[src/rtl/pla_sel_sched.sv]
// Round-robin scheduler driving one-hot bank/line selects for a PLA-style decoder.
// Define PLA_SEL_SCHED_PRIO0_EN to give requester 0 absolute priority in arbitration.
module pla_sel_sched #(
    parameter int NREQ = 4,
    parameter int HOLD = 3
) (
    input  logic              clk,
    input  logic              rst_n,
    input  logic              en,
    input  logic [NREQ-1:0]   req,
    input  logic [4*NREQ-1:0] req_bank,
    input  logic [4*NREQ-1:0] req_line,
    output logic [NREQ-1:0]   gnt,
    output logic [NREQ-1:0]   ack,
    output logic [15:0]       sel_bank,
    output logic [15:0]       sel_line,
    output logic              sel_valid,
    output logic              busy
);

    localparam int PW = (NREQ > 1) ? $clog2(NREQ) : 1;
    localparam logic [NREQ-1:0] GNT_ONE = NREQ'(1);

    typedef enum logic [1:0] {
        IDLE  = 2'd0,
        ARB   = 2'd1,
        DRIVE = 2'd2,
        GAP   = 2'd3
    } state_t;

    state_t        state_q, state_d;
    logic [PW-1:0] ptr_q, ptr_d;
    logic [PW-1:0] win_q, win_d;
    logic [3:0]    cnt_q, cnt_d;
    logic [3:0]    bank_q, bank_d;
    logic [3:0]    line_q, line_d;

    logic [PW-1:0] arb_win;
    logic [3:0]    arb_bank;
    logic [3:0]    arb_line;

    // Search upward from ptr+1 so the last winner is considered last.
    always_comb begin
        logic found;
        int   idx;
        found   = 1'b0;
        idx     = 0;
        arb_win = '0;
        for (int i = 1; i <= NREQ; i++) begin
            idx = (int'(ptr_q) + i) % NREQ;
            if (!found && req[PW'(idx)]) begin
                found   = 1'b1;
                arb_win = PW'(idx);
            end
        end
`ifdef PLA_SEL_SCHED_PRIO0_EN
        if (req[0]) begin
            arb_win = '0;
        end
`endif
        arb_bank = '0;
        arb_line = '0;
        for (int i = 0; i < NREQ; i++) begin
            if (arb_win == PW'(i)) begin
                arb_bank = req_bank[4*i +: 4];
                arb_line = req_line[4*i +: 4];
            end
        end
    end

    always_ff @(posedge clk or negedge rst_n) begin
        if (!rst_n) begin
            state_q <= IDLE;
            ptr_q   <= PW'(NREQ - 1);
            win_q   <= '0;
            cnt_q   <= '0;
            bank_q  <= '0;
            line_q  <= '0;
        end else begin
            state_q <= state_d;
            ptr_q   <= ptr_d;
            win_q   <= win_d;
            cnt_q   <= cnt_d;
            bank_q  <= bank_d;
            line_q  <= line_d;
        end
    end

    always_comb begin
        state_d = state_q;
        ptr_d   = ptr_q;
        win_d   = win_q;
        cnt_d   = cnt_q;
        bank_d  = bank_q;
        line_d  = line_q;
        case (state_q)
            IDLE: begin
                if (en && (|req)) begin
                    state_d = ARB;
                end
            end
            ARB: begin
                if (!en) begin
                    state_d = IDLE;
                end else begin
                    win_d   = arb_win;
                    bank_d  = arb_bank;
                    line_d  = arb_line;
                    cnt_d   = 4'(HOLD - 1);
                    state_d = DRIVE;
                end
            end
            DRIVE: begin
                // Counter only advances on enabled cycles; a stall just pauses it.
                if (en) begin
                    if (cnt_q == '0) begin
                        state_d = GAP;
                    end else begin
                        cnt_d = cnt_q - 4'd1;
                    end
                end
            end
            GAP: begin
                ptr_d   = win_q;
                state_d = IDLE;
            end
            default: begin
                state_d = IDLE;
            end
        endcase
    end

    always_comb begin
        gnt       = '0;
        ack       = '0;
        sel_bank  = '0;
        sel_line  = '0;
        sel_valid = 1'b0;
        busy      = (state_q != IDLE);
        if (state_q == DRIVE) begin
            gnt = GNT_ONE << win_q;
            if (en) begin
                sel_valid = 1'b1;
                sel_bank  = 16'h0001 << bank_q;
                sel_line  = 16'h0001 << line_q;
                if (cnt_q == '0) begin
                    ack = GNT_ONE << win_q;
                end
            end
        end
    end

endmodule

[config.mk]
export PLATFORM = sky130hd
export DESIGN_NAME = pla_sel_sched
export DESIGN_NICKNAME = d
export VERILOG_FILES = /design/src/rtl/pla_sel_sched.sv
export SDC_FILE = /design/constraint.sdc
export NUM_CORES = 1
export LEC_CHECK = 0
export ABC_AREA = 0
export BUFFER_PORTS_ARGS = -buffer_cell sky130_fd_sc_hd__buf_2
export CAP_MARGIN = 40
export CORE_MARGIN = 3
export CORE_UTILIZATION = 25
export CTS_CLUSTER_DIAMETER = 80
export DETAILED_ROUTE_END_ITERATION = 10
export GPL_TIMING_DRIVEN = 0
export PLACE_DENSITY = 0.61
export RECOVER_POWER = 25
export SYNTH_ARGS = -nofsm -noshare
export SYNTH_HDL_FRONTEND = slang
export SYNTH_SLANG_ARGS = --single-unit
[constraint.sdc]
create_clock -name clk -period 2.14 [get_ports clk]
set_input_delay 0.107 -clock clk [delete_from_list [all_inputs] [get_ports clk]]
set_output_delay 0.107 -clock clk [all_outputs]
set_load 0.05 [all_outputs]
==> metrics.md, run 1 <==
| Metric | Value |
|---|---|
| Post-route clock period utilization | 0.946 |
| Inst Count DP | 326 |
| Final Cell Area | 2040 um2 |
| DP HPWL | 3.19 mm |
| Largest delay share family, worst path | simple AND/OR/NAND/NOR gates |
| Via/cell ratio | 4.60 |
| Critical path class | register to primary output |
| Ys Warns | 0 |
| Leading area contributor after synthesis | dfrtp_1 |
| Wire length per cell | 12.1 um |
| Seq cells post-synth | 18 |
| Die area | 6460 um2 |
| Num Clock Sinks | 18 |
| Critical path data required time | 2.03 ns |
| Area delta synth->final | 47.7% |
| Final min period | 2.03 ns |
| CP max stage cell | or3_1 |
| Largest net degree at the start of global routing | 19 |
| Clock transition at path regs | 0.07 ns |
| CTS root buf | clkbuf_8 |
| Cells after synthesis | 176 |
| Commonest cells after routing, fill and taps aside | buf_2, nor2_1, nand2_1 |
| Sequential share of power | 0.322 |
| CTS buffer count | 3 |
| Yosys top cell area share | 0.290 |
| Power per cell area | 1060 nW/um2 |
| Netlist cell types | 34 |
| Layout cells sized above 1 | 0.410 |
| DR iter-0 viols | 65 |
| Maximum vdd drop | 0.440 mV |
| Crit path depth | 6 |
| Mapped Area | 1380 um2 |
| Number of global-route vias before repair | 1420 |
| Setup TNS | 0 ns |
| Max incr delay on CP | 0.38 ns |
| CTS HTree Levels | 1 |
| Gr usage total | 0.125 |
| Top post-synthesis cells by area | dfrtp_1, mux2i_1, nor2_1 |
| Most used cell, CP | buf_2 |
| Max Clock Skew | 0.00291 ns |
| RSZ-0062 raised after global routing | yes |
| Max-cap violations | 0 |
| CP startpoint kind | register |
| Final slew viol count | 0 |
| Slew of the pin with the lowest slew margin | 1.01 ns |
| Initial antenna violation count | 0 |
| Final Net Count | 302 |
| Clk_lat worst skew | 0.25 ns |
| HP Class | primary input to register |
| Mapped Nets | 216 |
| CORE AREA | 5240 um2 |
| Ordered cell list for the critical path | buf_2 -> or2_1 -> buf_2 -> or3_1 -> nor2_1 -> buf_2 |
| Gate power share | 0.550 |
| Final ANT Viol Nets | 0 |
| Fin. Hold Viols | 0 |
| R2r worst-path depth | 7 |
| Worst setup EP type | primary output |
| Switching power | 1.04 mW |
| Grt ovf | 0 |
| # port buffers | 80 |
| DRT Pass-1 Iters | 4 |
| Fmax | 494 MHz |
| Commonest non-fill, non-tap cell in the layout | buf_2 |
| CTS tree | yes |
| Placed inst area | 1920 um2 |
| Switch share | 0.480 |
| Worst Path Buf+Inv | 3 |
| Setup Buffers After CTS | 0 |
| Io pins | 81 |
| Outcome | finished, final reports clean |
| Max clock buf depth | 2 |
| Core Util, Final | 0.390 |
| P_int | 1.13 mW |
| Non-Filler Instances | 331 |
| Rel. slew slack | 0.327 |
| Worst-path fanout max | 10 |
| Ant diodes | 0 |
| Drt total wl | 3.99 mm |
| Starting Density | 0.264 |
| Residual DRC count | 0 |
| Die Height | 80.4 um |
| Final setup viols | 0 |
| Die X | 80.4 um |
| Arrival @ worst endpoint | 1.92 ns |
| GP Congestion | 0.718 |
| Clk pwr share | 0.128 |
| Seq/Total Area, Yosys | 0.328 |
| Hold path depth | 3 |
| Total number of vias | 1524 |
| Total power | 2.17 mW |
| P_leak | 1.03 nW |
| First-pass GRT wire length | 6.56 mm |
| Placement Rows | 26 |
| Mean Syn Cell Area | 7.86 um2 |
==> worst paths after layout <==
check / from / endpoint / slack [ns]
setup / recovery: state_q[0] / sel_line[4] / 0.11
min in group asynchronous: rst_n / cnt_q[0] / 0.54
max in group asynchronous: rst_n / line_q[2] / 0.98
hold reg to reg: cnt_q[0] / cnt_q[0] / 0.54
hold / removal: en / cnt_q[1] / 0.17
setup reg to reg: ptr_q[1] / line_q[0] / 0.29
==> worst min-delay path, stage by stage <==
cell	delay [ns]
buf_2	0.12
nand2_1	0.08
a21oi_1	0.07
==> per-stage QoR <==
step | hold slack, ns | worst slack [ns]
floorplan | -0.189 | 0.00955
global placement | 0.0620 | 0.325
detailed placement | 0.0682 | 0.309
CTS | 0.159 | 0.0613
global route | 0.188 | -0.0234
finish | 0.169 | 0.115
==> power groups by stage <==
stage	Sequential (mW)	Combinational, mW	Clock, mW
floorplan	0.647	0.946	0
global placement	0.696	1.16	0
detailed placement	0.702	1.18	0
CTS	0.695	1.19	0.286
global route	0.729	1.33	0.301
finish	0.698	1.19	0.278
==> layout make-up <==
cell class                      instances  area, um2
Inverter                                5       18.8
Buffer                                  9       63.8
Multi-Input combinational cell        144        900
Timing Repair Buffer                   81        464
Fill cell                             564       3200
Sequential cell                        18        453
Tap cell                               70       87.6
Clock buffer                            4       55.1
==> layer usage <==
metal / vias to the layer above / GRT usage / wire, um
met2: 49 / 0.212 / 1960
met4: 0 / 0.0203 / 14
met3: 2 / 0.0235 / 250
met5: - / 0 / 0
met1: 697 / 0.168 / 1770
li1: 776 / - / -
==> state kept, by name, indices dropped and copies added (netlist names), named ones only <==
name,cells
bank_q,4
line_q,4
win_q,2
state_q,1
ptr_q,2
cnt_q,4
==> Yosys cell counts (all sizes together) <==
cell and n:
nor2 39, nand2 29, mux2i 18, dfrtp 16
nand2b 10, nor3 10, o221ai 9, buf 8
a21oi 5, inv 4, nand3b 3, o21ai 3
dfstp 2, mux2 2, nand3 2, nor3b 2
nor4 2, or2 2, or3 2, a311oi 1
clkbuf 1, clkinv 1, ha 1, nand4b 1
nor2b 1, o211ai 1, o41ai 1
==> what timing repair did <==
action                                  CTS  global route
resized for setup                         0            29
endpoints found under the hold margin    16             0
hold buffers                              1             0
endpoints found under the setup margin    0            24
==> cells by family (layout without fill, tap and decap cells) <==
group / count (synthesis) / count (layout) / synth area share
DFF: 18 / 18 / 0.328
AOI/OAI and AO/OA: 20 / 20 / 0.109
adders and majority gates: 1 / 1 / 0.00905
muxes: 20 / 20 / 0.147
buffers and inverters: 14 / 99 / 0.0597
and+or+nand+nor: 103 / 103 / 0.348
Power figures use the tool's default switching activity.
==> run 2, diff against run 1 <==
--- a/config.mk
+++ b/config.mk
@@ -10,10 +10,10 @@
 export CAP_MARGIN = 40
 export CORE_MARGIN = 3
 export CORE_UTILIZATION = 25
-export CTS_CLUSTER_DIAMETER = 80
+export CTS_CLUSTER_DIAMETER = 60
 export DETAILED_ROUTE_END_ITERATION = 10
 export GPL_TIMING_DRIVEN = 0
-export PLACE_DENSITY = 0.61
+export PLACE_DENSITY = 0.49
 export RECOVER_POWER = 25
 export SYNTH_ARGS = -nofsm -noshare
 export SYNTH_HDL_FRONTEND = slang
==> run 2 against run 1 <==
Combinational power rose by 6%. Maximum frequency barely moved. Routed wire length rose by 3.3%. Register-to-register slack barely moved. Critical path depth did not move. Final area rose by 2.1%. Core utilization rose by 0.81 points. Die area did not move. Flip-flop and latch count did not move. Clock skew barely moved. Cell count rose by 1.8%. Critical path type unchanged.
==> metrics.md, run 2 (synthesis gave the netlist of run 1 again) <==
| Metric | Value |
|---|---|
| Post-route clock period utilization | 0.947 (about the same) |
| Residual DRC count | 0 (unchanged) |
| Clock transition at path regs | 0.07 ns (about the same) |
| Largest net degree at the start of global routing | 19 (unchanged) |
| Final slew viol count | 0 (unchanged) |
| Starting Density | 0.264 (unchanged) |
| Power per cell area | 1070 nW/um2 (+0.66%) |
| Max Clock Skew | 0.00335 ns (+0.000446 ns) |
| Die X | 80.4 um (unchanged) |
| Fmax | 494 MHz (about the same) |
| Drt total wl | 4.13 mm (+3.3%) |
| Io pins | 81 (unchanged) |
| DP HPWL | 3.24 mm (+1.7%) |
| CTS tree | yes |
| Via/cell ratio | 4.54 (-1.3%) |
| Commonest cells after routing, fill and taps aside | buf_2, nor2_1, nand2_1 |
| Ant diodes | 0 (unchanged) |
| CTS root buf | clkbuf_8 |
| CTS buffer count | 3 (unchanged) |
| Rel. slew slack | 0.321 (-0.00525) |
| Die Height | 80.4 um (unchanged) |
| P_leak | 1.07 nW (+3.4%) |
| Gr usage total | 0.129 (+0.00401) |
| Total number of vias | 1531 (+0.46%) |
| Worst-path fanout max | 10 (unchanged) |
| Number of global-route vias before repair | 1393 (-1.9%) |
| Clk_lat worst skew | 0.25 ns (about the same) |
| Area delta synth->final | 50.8% |
| Final setup viols | 0 (unchanged) |
| DRT Pass-1 Iters | 4 (unchanged) |
| Grt ovf | 0 (unchanged) |
| Final min period | 2.03 ns (+0.000241 ns) |
| GP Congestion | 0.722 (+0.57%) |
| Layout cells sized above 1 | 0.427 (+0.0170) |
| Placement Rows | 26 (unchanged) |
| # port buffers | 80 (unchanged) |
| Maximum vdd drop | 0.447 mV (+1.7%) |
| R2r worst-path depth | 5 (-2) |
| Fin. Hold Viols | 0 (unchanged) |
| Setup TNS | 0 ns (unchanged) |
| First-pass GRT wire length | 6.67 mm (+1.6%) |
| DR iter-0 viols | 51 (-22%) |
| Final ANT Viol Nets | 0 (unchanged) |
| HP Class | primary input to register |
| Slew of the pin with the lowest slew margin | 1.02 ns (+0.00787 ns) |
| Die area | 6460 um2 (unchanged) |
| Num Clock Sinks | 18 (unchanged) |
| Max clock buf depth | 2 (unchanged) |
| CTS HTree Levels | 1 (unchanged) |
| CP startpoint kind | register |
| Wire length per cell | 12.2 um (+1.5%) |
| Max-cap violations | 0 (unchanged) |
| Critical path class | register to primary output |
| Initial antenna violation count | 0 (unchanged) |
| Hold WS | 0.167 ns (-0.00140 ns) |
| Critical path data required time | 2.03 ns (about the same) |
| Arrival @ worst endpoint | 1.92 ns (about the same) |
| Biggest regs | bank_q (4), cnt_q (4), line_q (4) |
| Hold path depth | 3 (unchanged) |
| CORE AREA | 5240 um2 (unchanged) |
| Commonest non-fill, non-tap cell in the layout | buf_2 |
| Fill cell count | 561 (-0.53%) |
| Outcome | finished, final reports clean |
| Final Net Count | 308 (+2.0%) |
| RSZ-0062 raised after global routing | no |
| Worst setup EP type | primary output |
==> run 2: critical path: stages (launching register included) <==
cell and delay [ns]:
dfrtp_1 0.35, buf_2 0.16, or2_1 0.23, buf_4 0.16, or3_1 0.39, nor3_2 0.12
clkbuf_4 0.25
==> run 2: per-layer routing <==
layer	track usage	part of all wire
met1	0.177	0.43
met2	0.208	0.50
met3	0.0191	0.067
met4	0.0405	0.0082
met5	0	0
==> run 2: per-stage QoR <==
stage / instance area (um2) / instances / setup slack [ns] / total power [mW] / util
after floorplan: 1430 / 176 / 0.00955 / 1.59 / -
after global placement: 1920 / 326 / 0.294 / 1.87 / 0.366
after detailed placement: 1920 / 326 / 0.311 / 1.89 / 0.366
after CTS: 1980 / 331 / 0.0467 / 2.17 / 0.378
after global routing: 2080 / 337 / 0.00354 / 2.42 / 0.398
final: 2080 / 337 / 0.114 / 2.23 / 0.398
==> run 2: final cells by class <==
| type | instances | area (um2) | share of cell area |
|---|---|---|---|
| multi-input combinational | 144 | 902 | 0.433 |
| timing repair buffer | 87 | 494 | 0.237 |
| sequential | 18 | 453 | 0.217 |
| tap | 70 | 87.6 | 0.0420 |
| buffer | 9 | 70.1 | 0.0336 |
| clock buffer | 4 | 55.1 | 0.0264 |
| inverter | 5 | 22.5 | 0.0108 |
==> run 2: final timing paths <==
kind,slack [ns],end,start
setup / recovery,0.11,sel_bank[0],state_q[0]
hold / removal,0.17,state_q[0],en
setup reg to reg,0.29,bank_q[1],register
hold reg to reg,0.53,cnt_q[0],cnt_q[0]
max in group asynchronous,0.98,win_q[0],rst_n
min in group asynchronous,0.55,bank_q[1],rst_n
==> run 2: power by group <==
part	internal, mW	leakage (nW)	total (mW)	switching, mW
Combinational	0.515	0.815	1.26	0.744
Clock	0.163	0.0288	0.276	0.113
Sequential	0.504	0.223	0.694	0.189
==> run 2: what timing repair did <==
| action | in CTS | in global routing |
|---|---|---|
| setup endpoints to repair | 0 | 27 |
| buffers inserted | 0 | 6 |
| endpoints found under the hold margin | 16 | 0 |
| gates resized for setup | 0 | 24 |
| hold buffers | 1 | 0 |
